### src/rtl/timer_apb_regs.sv
// timer_apb_regs: APB3 register front-end for the timer core (config, start pulse, sticky timeout flag, irq).
//   Ports: clk/rst_n (async active-low); APB3 slave psel/penable/pwrite/paddr/pwdata/prdata/pready/pslverr;
//   to core: mode, prescaler, reload_val, compare_val, start; from core: timeout, pwm_out, current_count; irq out.
//   Optional macro TIMER_APB_SHADOW_EN: RELOAD/COMPARE writes go to shadows, loaded on timeout rise or start.
module timer_apb_regs #(
    parameter int          WAIT_STATES   = 0,
    parameter logic [15:0] PRESCALER_RST = 16'd0,
    parameter logic [31:0] RELOAD_RST    = 32'd0
) (
    input  logic        clk,
    input  logic        rst_n,
    input  logic        psel,
    input  logic        penable,
    input  logic        pwrite,
    input  logic [7:0]  paddr,
    input  logic [31:0] pwdata,
    output logic [31:0] prdata,
    output logic        pready,
    output logic        pslverr,
    output logic [1:0]  mode,
    output logic [15:0] prescaler,
    output logic [31:0] reload_val,
    output logic [31:0] compare_val,
    output logic        start,
    input  logic        timeout,
    input  logic        pwm_out,
    input  logic [31:0] current_count,
    output logic        irq
);
    typedef enum logic [1:0] {IDLE, SETUP, ACCESS} state_t;
    localparam logic [2:0] WS = 3'(WAIT_STATES);
    state_t      state, state_nx;
    logic [2:0]  wcnt;
    logic        flag, irq_en, to_prev;
    logic        done, err, wr, rise, flag_nx, en_nx;
    logic        we_ctrl, we_presc, we_reload, we_compare, we_status, we_en;
    logic [5:0]  idx;
    logic [31:0] rd, reload_rd, compare_rd;
    logic        unused;
    assign unused = &{1'b0, paddr[1:0]};
    // the transfer completes only while psel is still held; dropping psel in ACCESS aborts
    assign done = state == ACCESS && psel && wcnt == WS;
    assign idx  = paddr[7:2];
    assign err  = idx > 6'd6 || (pwrite && idx == 6'd6);
    assign wr   = done && pwrite && !err;
    assign we_ctrl    = wr && idx == 6'd0;
    assign we_presc   = wr && idx == 6'd1;
    assign we_reload  = wr && idx == 6'd2;
    assign we_compare = wr && idx == 6'd3;
    assign we_status  = wr && idx == 6'd4;
    assign we_en      = wr && idx == 6'd5;
    assign rise = timeout && !to_prev;
    // a timeout rise landing on a W1C commit keeps the flag set
    assign flag_nx = rise || (flag && !(we_status && pwdata[0]));
    assign en_nx   = we_en ? pwdata[0] : irq_en;
    always_comb begin
        state_nx = state == IDLE ? ((psel && !penable) ? SETUP : IDLE) :
                   state == SETUP ? ACCESS :
                   (!psel || wcnt == WS) ? IDLE : ACCESS;
        rd = idx == 6'd0 ? {30'd0, mode} :
             idx == 6'd1 ? {16'd0, prescaler} :
             idx == 6'd2 ? reload_rd :
             idx == 6'd3 ? compare_rd :
             idx == 6'd4 ? {30'd0, pwm_out, flag} :
             idx == 6'd5 ? {31'd0, irq_en} :
             idx == 6'd6 ? current_count : 32'd0;
        pready  = done;
        pslverr = done && err;
        prdata  = (done && !pwrite && !err) ? rd : 32'd0;
    end
    always_ff @(posedge clk or negedge rst_n) begin
        if (!rst_n) begin
            state     <= IDLE;
            wcnt      <= 3'd0;
            mode      <= 2'd0;
            prescaler <= PRESCALER_RST;
            start     <= 1'b0;
            to_prev   <= 1'b0;
            flag      <= 1'b0;
            irq_en    <= 1'b0;
            irq       <= 1'b0;
        end else begin
            state   <= state_nx;
            wcnt    <= (state == ACCESS && psel && wcnt != WS) ? wcnt + 3'd1 : 3'd0;
            if (we_ctrl) mode <= pwdata[1:0];
            if (we_presc) prescaler <= pwdata[15:0];
            start   <= we_ctrl && pwdata[2];
            to_prev <= timeout;
            flag    <= flag_nx;
            irq_en  <= en_nx;
            irq     <= flag_nx && en_nx;
        end
    end
`ifdef TIMER_APB_SHADOW_EN
    logic [31:0] reload_sh, compare_sh;
    assign reload_rd  = reload_sh;
    assign compare_rd = compare_sh;
    always_ff @(posedge clk or negedge rst_n) begin
        if (!rst_n) begin
            reload_sh   <= RELOAD_RST;
            compare_sh  <= 32'd0;
            reload_val  <= RELOAD_RST;
            compare_val <= 32'd0;
        end else begin
            if (we_reload) reload_sh <= pwdata;
            if (we_compare) compare_sh <= pwdata;
            if (rise || start) begin
                reload_val  <= reload_sh;
                compare_val <= compare_sh;
            end
        end
    end
`else
    assign reload_rd  = reload_val;
    assign compare_rd = compare_val;
    always_ff @(posedge clk or negedge rst_n) begin
        if (!rst_n) begin
            reload_val  <= RELOAD_RST;
            compare_val <= 32'd0;
        end else begin
            if (we_reload) reload_val <= pwdata;
            if (we_compare) compare_val <= pwdata;
        end
    end
`endif
endmodule

### config.mk
export PLATFORM = sky130hd
export DESIGN_NAME = timer_apb_regs
export DESIGN_NICKNAME = d
export VERILOG_FILES = /design/src/rtl/timer_apb_regs.sv
export SDC_FILE = /design/constraint.sdc
export NUM_CORES = 1
export LEC_CHECK = 0
export BUFFER_PORTS_ARGS = -buffer_cell sky130_fd_sc_hd__buf_2
export CAP_MARGIN = 25
export CORE_AREA = 4 4 103 105
export CTS_BUF_LIST = sky130_fd_sc_hd__clkbuf_8 sky130_fd_sc_hd__clkbuf_16
export CTS_CLUSTER_SIZE = 28
export DETAILED_ROUTE_END_ITERATION = 10
export DIE_AREA = 0 0 107 109
export PLACE_DENSITY = 0.89
export SYNTH_ARGS = -nofsm -noshare
export SYNTH_HDL_FRONTEND = slang
export SYNTH_SLANG_ARGS = --single-unit
### constraint.sdc
create_clock -name clk -period 2.55 [get_ports clk]
set_clock_uncertainty 0.2 [all_clocks]
set_input_delay 0 -clock clk [delete_from_list [all_inputs] [get_ports clk]]
set_output_delay 0 -clock clk [all_outputs]
set_load 0.1 [all_outputs]
==> results of run 1 <==
## power groups by stage
| stage | Combinational, W | Sequential, W | Clock (W) |
|---|---|---|---|
| finish | 0.000479 | 0.00150 | 0.000941 |
| global route | 0.000507 | 0.00151 | 0.00102 |
| CTS | 0.000474 | 0.00150 | 0.000968 |
| detailed placement | 0.000421 | 0.00153 | 0 |
| global placement | 0.000410 | 0.00153 | 0 |
| floorplan | 0.0000960 | 0.00169 | 0 |
## cell type report
class | instances | area, sq um
Tap cell | 133 | 166.4
Sequential cell | 92 | 2302
Clock inverter | 5 | 46.29
Antenna cell | 1 | 2.502
Inverter | 15 | 56.30
Multi-Input combinational cell | 259 | 2291
Clock buffer | 10 | 137.6
Fill cell | 660 | 2664
Timing Repair Buffer | 255 | 1973
## cell usage in the layout, fill, tap and decap left out, types with 5 or more instances in the layout
cell type / instances
buf_2: 162
a21oi_4: 7
inv_1: 16
a211oi_1: 5
mux2_1: 32
dlygate4sd3_1: 41
o2111ai_1: 9
clkbuf_8: 10
buf_4: 19
a21oi_2: 21
nand2b_1: 15
buf_12: 28
nor2_1: 6
a22oi_1: 16
o221ai_1: 5
mux2_2: 51
o21ai_0: 10
dfrtp_1: 92
nand2_1: 34
## worst max-delay path, cell delays in order
cell           delay (ns)
dlygate4sd3_1        0.54
buf_2                0.20
or4_1                0.70
buf_4                0.25
o2111ai_1            0.31
a21oi_4              0.10
buf_12               0.18
## registers in the layout (all words and copies together) (netlist names)
name and flops:
mode 2, prescaler 16, state 2, wcnt 3, irq_en 1, reload_val 32
flag 1, compare_val 32, to_prev 1, irq 1, start 1
## cell families after synthesis
group                      count (synthesis)
AOI/OAI and AO/OA                         88
buffers and inverters                     43
muxes                                     88
DFF                                       92
adders and majority gates                  2
and+or+nand+nor                           81
## path summary, 6_finish.rpt
check                                 from              end  cells past startpoint
hold / removal                    paddr[4]           irq_en                      5
hold reg to reg            compare_val[14]  compare_val[14]                      1
setup reg to reg                  state[0]     prescaler[8]                      7
max in group asynchronous            rst_n  compare_val[28]                      4
min in group asynchronous            rst_n  compare_val[26]                      3
setup / recovery                  paddr[2]       prdata[13]                      7
## per-layer routing
layer | vias up | track usage [%] | share of wire (%)
met5 | - | 0 | 0
met4 | 0 | 15.34 | 3.5
met3 | 43 | 7.697 | 9.2
met2 | 258 | 48.38 | 50
met1 | 2136 | 31.48 | 37
li1 | 1907 | - | -
## stage by stage
step / instance area, sq um / hold slack, ns / total power, W / cells
2_1_floorplan: 4647 / -0.4956 / 0.001789 / 394
3_3_place_gp: 6188 / -0.1867 / 0.001939 / 712
3_5_place_dp: 6188 / -0.1689 / 0.001952 / 712
4_1_cts: 6865 / 0.01385 / 0.002945 / 768
5_1_grt: 6973 / 0.06849 / 0.003029 / 769
6_report: 6975 / 0.04719 / 0.002923 / 770
## repair_timing
item | in CTS | in global routing
pin swaps | 1 | 1
hold endpoints to repair | 181 | 0
gates resized for setup | 20 | 24
hold buffers | 41 | 0
setup endpoints to repair | 32 | 31
setup buffers | 0 | 1
==> results.txt, run 1 <==
Synth Register Bits: 92
CTS tree: built
CTS Buf Count: 9
fin worst setup slack: 0.06346 ns
RSZ-0062 raised after global routing: yes
synth top area cells: dfrtp_1 (50%), mux2_2 (13%), mux2_1 (7.9%), a21oi_1 (3.5%), nand2_1 (2.8%)
fmax: 0.4022 GHz
Synth area leader: dfrtp_1
top-count cell post-synth: dfrtp_1
ANT nets after route: 0
vias per inst: 5.642
Mapped Area: 4582 sq um
Mapped Cells: 394
clock network fraction of total power: 32.2%
worst-path maximum fanout: 13
drt pass-1 iters: 5
Die H: 109 microns
Internal Power: 0.002094 W
dominant synthesized flop cell: dfrtp_1
Worst EP arrival: 2.29 ns
final core occ: 72.37%
mux contribution to synthesized area: 21.76%
final worst path period share: 97.51%
final setup vio count: 0
drt wl/cell: 20.84 microns
Initial Utilization: 47.53%
IO Pins: 197
die width: 107 microns
sw power: 0.0008288 W
Cell Rows: 36
Comb pwr share: 16.4%
post-synthesis xor/xnor area fraction: 0%
reg2reg setup slack: 0.26 ns
DRC viols: 0
grt total ovfl: 0
kind of critical path: input pin to output port
Slew Viols, Final: 0
Post-Synth Adder-Cell Area: 0.5461%
total number of vias: 4,344
Post-synth ARST share: 100.0%
setup TNS: 0 ns
clock period minus worst slack: 2.487 ns
Nets: 713
post-synthesis sequential area ratio: 50.25%
Mapped Nets: 475
number of synthesized flops with an enable pin: 0
GP Congestion: 0.8634
WP data required: 2.35 ns
Power Dens Cells: 419.1 nW/um^2
Switching Fraction: 28.35%
worst min path class: input pin to flop
maximum number of pins on one net before global-route repair: 51
largest family of logic cells by synthesized area: multiplexers
initial antenna violation count: 0
area share of the largest cell type after synthesis: 50.25%
CP Launch Type: input pin
die area: 11,660 sq um
worst rel slew slack: 62.15%
IO buf count: 194
initial drt markers: 260
Worst-path clk slew: 0.08 ns
worst-margin pin slew: 0.5678 ns
placed wire-length estimate: 10,980 microns
post-synthesis cell type count: 45
Syn. warnings: 0
MaxCap Viol Count: 0
syn avg cell area: 11.63 sq um
VDD IR max: 255.2 uV
CTS H-tree lvls: 3
simple-gate share of the synthesized area: 10.16%
Lkg Pwr: 3.446 nW
Seq pwr share: 51.4%
GRT Total Usage: 28.00%
Clock Latency Late Sink: 0.35 ns
first-pass GRT wire length: 25,170 microns
Post-Place Setup Slack: 0.1239 ns
vias in the first global route: 4,866
share of cells above drive strength 1: 51.10%
most frequent cells after synthesis: dfrtp_1 (92), mux2_2 (51), nand2_1 (34)
clock buffer depth: 2
Synth Area in Compound Gates: 12.51%
crit end category: output port
clock sinks: 92
Fin. Hold Viols: 0
CTS Root Cell: clkbuf_8
P&R area growth vs syn: 52.24%
WL final: 16,050 microns
status: finished, final reports clean
Core Area: 9639 sq um
(Power assumes the default switching activity.)
==> inputs of run 2 (changes only) <==
- RECOVER_POWER: unset -> 100
==> run 2 against run 1 <==
Effect of this change: count of clock-buffer cells in the layout is the same; register-to-register slack got worse by 0.18 ns; first-iteration DRC count down 6.2%; worst hold slack worse by 0.019 ns; die area is the same; cell count down 0.13%; global-route usage unchanged; largest power group unchanged; cell area is 4.5% lower; combinational power fell by 2%; maximum frequency down 0.32%; worst setup slack lost 0.0080 ns; flip-flop and latch count is the same.
==> results.txt, run 2 (synthesis gave the netlist of run 1 again) <==
post-placement cell count: 712
P&R area growth vs syn: 45.41%
maximum number of pins on one net before global-route repair: 51
Core Area: 9639 sq um
CTS tree: built
final cell count without fillers: 769
vias per inst: 5.609
clock sinks: 92
IO buf count: 194
multi-input logic area: 2277 sq um
Fillers: 773
clock buffer depth: 2
GRT Total Usage: 28.00%
reg2reg setup slack: 0.08 ns
Power Dens Cells: 437.2 nW/um^2
CP Launch Type: input pin
kind of critical path: input pin to output port
placed wire-length estimate: 10,980 microns
vias in the first global route: 4,866
Die H: 109 microns
Worst-path clk slew: 0.08 ns
ANT cells: 0
fin worst setup slack: 0.05544 ns
Initial Utilization: 47.53%
initial drt markers: 244
Cell Rows: 36
CTS H-tree lvls: 3
most frequent cells in the layout: dfrtp_1 (92), clkbuf_1 (86), buf_2 (76)
commonest non-fill, non-tap cell in the layout: dfrtp_1
drt wl/cell: 20.95 microns
MaxCap Viol Count: 0
CTS Root Cell: clkbuf_8
WL final: 16,110 microns
ANT nets after route: 0
grt total ovfl: 0
CP max stage delay: 0.70 ns
die area: 11,660 sq um
crit path cell chain: dlygate4sd3_1 -> buf_2 -> or4_1 -> buf_4 -> o2111ai_1 -> a21oi_4 -> buf_12
crit end category: output port
VDD IR max: 254.5 uV
Clock Latency Late Sink: 0.35 ns
RSZ-0062 raised after global routing: yes
Slew Viols, Final: 0
die width: 107 microns
fmax: 0.4009 GHz
Worst path slowest cell: or4_1
DRC viols: 0
total number of vias: 4,313
top flop regs: compare_val x32, reload_val x32, prescaler x16
worst-path maximum fanout: 13
drt pass-1 iters: 4
Lkg Pwr: 3.025 nW
clock period minus worst slack: 2.495 ns
initial antenna violation count: 0
GP Congestion: 0.8634
status: finished, final reports clean
worst rel slew slack: 16.15%
Fin. Hold Viols: 0
Sequential Area: 2302 sq um
worst min path class: input pin to flop
final setup vio count: 0
WP data required: 2.35 ns
Post-Place Setup Slack: 0.1239 ns
CTS Buf Count: 9
Worst EP arrival: 2.29 ns
first-pass GRT wire length: 25,170 microns
share of cells above drive strength 1: 37.26%
Nets: 713
IO Pins: 197
final worst path period share: 97.83%
worst-margin pin slew: 1.263 ns
## run 2: cell count changes in the layout (fill, tap and decap cells not counted), sizes merged
cell    change
buf        -94
clkbuf     +94
diode       -1
## run 2: cell type report
cell class	instances	share of cell area (%)
Clock buffer	10	2.066
Sequential cell	92	34.55
Inverter	15	0.8451
Multi-Input combinational cell	259	34.18
Clock inverter	5	0.6948
Timing Repair Buffer	255	25.16
Tap cell	133	2.498
## run 2: metal layers
metal | vias up | wire length, microns | track usage, %
met1 | 2128 | 6097 | 31.48
met2 | 234 | 8030 | 48.38
li1 | 1908 | - | -
met3 | 43 | 1410 | 7.697
met5 | - | 0 | 0
met4 | 0 | 575 | 15.34
## run 2: report_power, final
group	leakage, nW	switching (W)	total, W	internal [W]
Sequential	1.27	0.0000212	0.00150	0.00148
Combinational	1.65	0.000330	0.000468	0.000138
Clock	0.106	0.000477	0.000941	0.000463
## run 2: repair_timing
item,CTS,global route
endpoints found under the setup margin,32,31
hold buffers,41,0
buffers inserted,0,1
pin swaps,1,1
hold endpoints to repair,181,0
gates resized for setup,20,24
## run 2: per-stage QoR
step                hold slack [ns]  total power (W)  instance area [sq um]  utilization [%]  TNS [ns]
finish                      0.02855         0.002913                   6663            69.12         0
floorplan                   -0.4956         0.001789                   4647                -    -17.84
global placement            -0.1867         0.001939                   6188            64.20         0
CTS                         0.01385         0.002945                   6865            71.22  -0.01695
detailed placement          -0.1689         0.001952                   6188            64.20         0
global route                0.05333         0.003017                   6663            69.12  -0.03229
## run 2: final timing paths
check | from | to | depth (start not counted)
max | paddr[2] | prdata[13] | 7
min | paddr[4] | irq_en | 5
max reg2reg | state[0] | prescaler[8] | 7
min reg2reg | compare_val[14] | compare_val[14] | 1
max in group asynchronous | rst_n | compare_val[28] | 4
min in group asynchronous | rst_n | compare_val[26] | 3
## run 2: critical path: cells and delay by family
family | cells | cell delay (ns)
AOI/OAI and AO/OA | 2 | 0.41
buffers and inverters | 4 | 1.18
and+or+nand+nor | 1 | 0.70
==> inputs of run 3 (changes only) <==
- CORE_AREA: 4 4 103 105 -> 4 4 106 108
- DIE_AREA: 0 0 107 109 -> 0 0 110 112
- PLACE_DENSITY: 0.89 -> 0.85
- TNS_END_PERCENT: unset -> 5
==> run 3 against run 2 <==
Effect of this change: global-route usage shrank 2.6 points; combinational power is essentially flat; non-clock buffer count shrank 4; first-iteration DRC count grew 14%; largest cell class unchanged; critical endpoint is now prdata[18]; maximum frequency shrank 1.0%; die area grew 5.6%.
==> results.txt, run 3 (synthesis gave the netlist of run 1 again) <==
status: finished, final reports clean
RSZ-0062 raised after global routing: yes
WL final: 15,730 microns
DRC viols: 0
drt pass-1 iters: 5
die area: 12,320 sq um
worst rel slew slack: 20.65%
Worst Path Buf+Inv: 3
Worst-path clk slew: 0.09 ns
P&R area growth vs syn: 50.16%
die width: 110 microns
CTS tree: built
Power Dens Cells: 427.9 nW/um^2
worst min path class: input pin to flop
cell area after layout: 6880 sq um
worst-path maximum fanout: 16
ANT nets after route: 0
crit path cell chain: inv_1 -> ha_1 -> nand2b_4 -> nor4b_4 -> o21ai_1 -> buf_4 -> a21oi_1 -> buf_12
Die H: 112 microns
CTS H-tree lvls: 3
maximum number of pins on one net before global-route repair: 49
Sequential Area: 2302 sq um
grt total ovfl: 0
CTS Root Cell: clkbuf_8
Fillers: 718
first-pass GRT wire length: 23,960 microns
Worst R2R End: compare_val[1]
kind of critical path: flop to output port
reg2reg start: wcnt[0]
initial drt markers: 279
Cell Rows: 37
CP Launch Type: flop
IO Pins: 197
WP data required: 2.35 ns
total number of vias: 4,304
placed wire-length estimate: 10,770 microns
reg2reg setup slack: 0.25 ns
final core occ: 67.25%
commonest non-fill, non-tap cell in the layout: buf_2
worst reg2reg path depth: 7
Fin. Hold Viols: 0
Slew Viols, Final: 0
Post-Route M1 WL: 5913 microns
clock buffer depth: 2
critical path's top delay family: buffers and inverters
vias in the first global route: 4,701
crit path to: prdata[18]
most frequent cells in the layout: buf_2 (159), dfrtp_1 (92), mux2_2 (51)
Clock Latency Late Sink: 0.35 ns
drt wl/cell: 20.48 microns
final worst path period share: 98.84%
CP max stage delay: 0.39 ns
MaxCap Viol Count: 0
VDD IR max: 275.4 uV
DP Area: 6208 sq um
final setup vio count: 0
CTS Buf Count: 9
Lkg Pwr: 3.415 nW
setup TNS: 0 ns
clock period minus worst slack: 2.520 ns
GP Congestion: 0.7921
WL met3: 1236 microns
Worst path slowest cell: dfrtp_1
Nets: 709
top flop regs: compare_val x32, reload_val x32, prescaler x16
Crit. Startpoint: wcnt[0]
clock sinks: 92
ANT cells: 0
crit end category: output port
initial antenna violation count: 0
GRT Total Usage: 25.37%
vias per inst: 5.604
top layer in use: met4
fmax: 0.3968 GHz
IO buf count: 194
Worst EP arrival: 2.32 ns
multi-input logic area: 2202 sq um
WP depth: 8
Routed met2 length: 8071 microns
Core Area: 10,230 sq um
worst-margin pin slew: 1.190 ns
total power: 0.002944 W
share of cells above drive strength 1: 50.16%
Initial Utilization: 44.78%
## run 3: cell count changes in the layout (fill, tap and decap cells not counted), moves of 2 or more
cell / before / now
buf_2: 76 / 159
dlygate4sd3_1: 41 / 38
buf_8: 3 / 0
inv_1: 16 / 13
buf_4: 12 / 18
buf_6: 18 / 0
a21oi_1: 4 / 10
clkbuf_4: 4 / 2
clkinv_2: 1 / 3
clkbuf_1: 86 / 2
clkbuf_2: 7 / 1
a21oi_4: 7 / 0
buf_12: 8 / 31
## run 3: per-stage QoR
step                worst slack (ns)  hold WS [ns]  instances
finish                       0.02958       0.05690        768
global route                 -0.1097       0.04653        768
CTS                         -0.02312       0.01803        766
detailed placement            0.1618       -0.1416        713
global placement              0.2602       -0.1546        713
floorplan                    -0.8117       -0.4956        394
## run 3: worst min path at each step
stage,from,endpoint,slack (ns),cells past startpoint
2_1_floorplan,rst_n,compare_val[0],-0.50,0
3_3_place_gp,rst_n,to_prev,-0.15,1
3_5_place_dp,rst_n,reload_val[30],-0.14,1
4_1_cts,rst_n,reload_val[30],0.02,2
5_1_grt,paddr[2],irq_en,0.05,4
6_report,paddr[2],irq_en,0.06,4
## run 3: report_power, final
part           switching, W  internal [W]  total (W)
Combinational      0.000329      0.000141   0.000470
Clock              0.000500      0.000470   0.000970
Sequential        0.0000206       0.00148    0.00150
Total              0.000849       0.00209    0.00294
## run 3: metal layers
layer | GRT usage, % | vias up
met5 | 0 | -
met4 | 11.97 | 0
met3 | 6.319 | 45
met2 | 45.02 | 218
met1 | 27.79 | 2132
li1 | - | 1909
## run 3: worst min-delay path, delay by kind of cell
kind                   cells  cell delay (ns)
AND/OR/NAND/NOR            3             0.34
buffers and inverters      1             0.23
## run 3: cell type report
cell class                 instances  share of cell area (%)
clock buffer                      10                   2.000
tap                              136                   2.473
timing repair buffer             251                   28.48
multi-input combinational        259                   32.01
sequential                        92                   33.46
clock inverter                     5                  0.7638
inverter                          15                  0.8183
## run 3: timing repair
| action | in CTS | in global routing |
|---|---|---|
| resized for setup | 5 | 22 |
| endpoints found under the hold margin | 182 | 0 |
| hold buffers | 38 | 0 |
| endpoints found under the setup margin | 32 | 31 |
| buffers inserted | 0 | 2 |
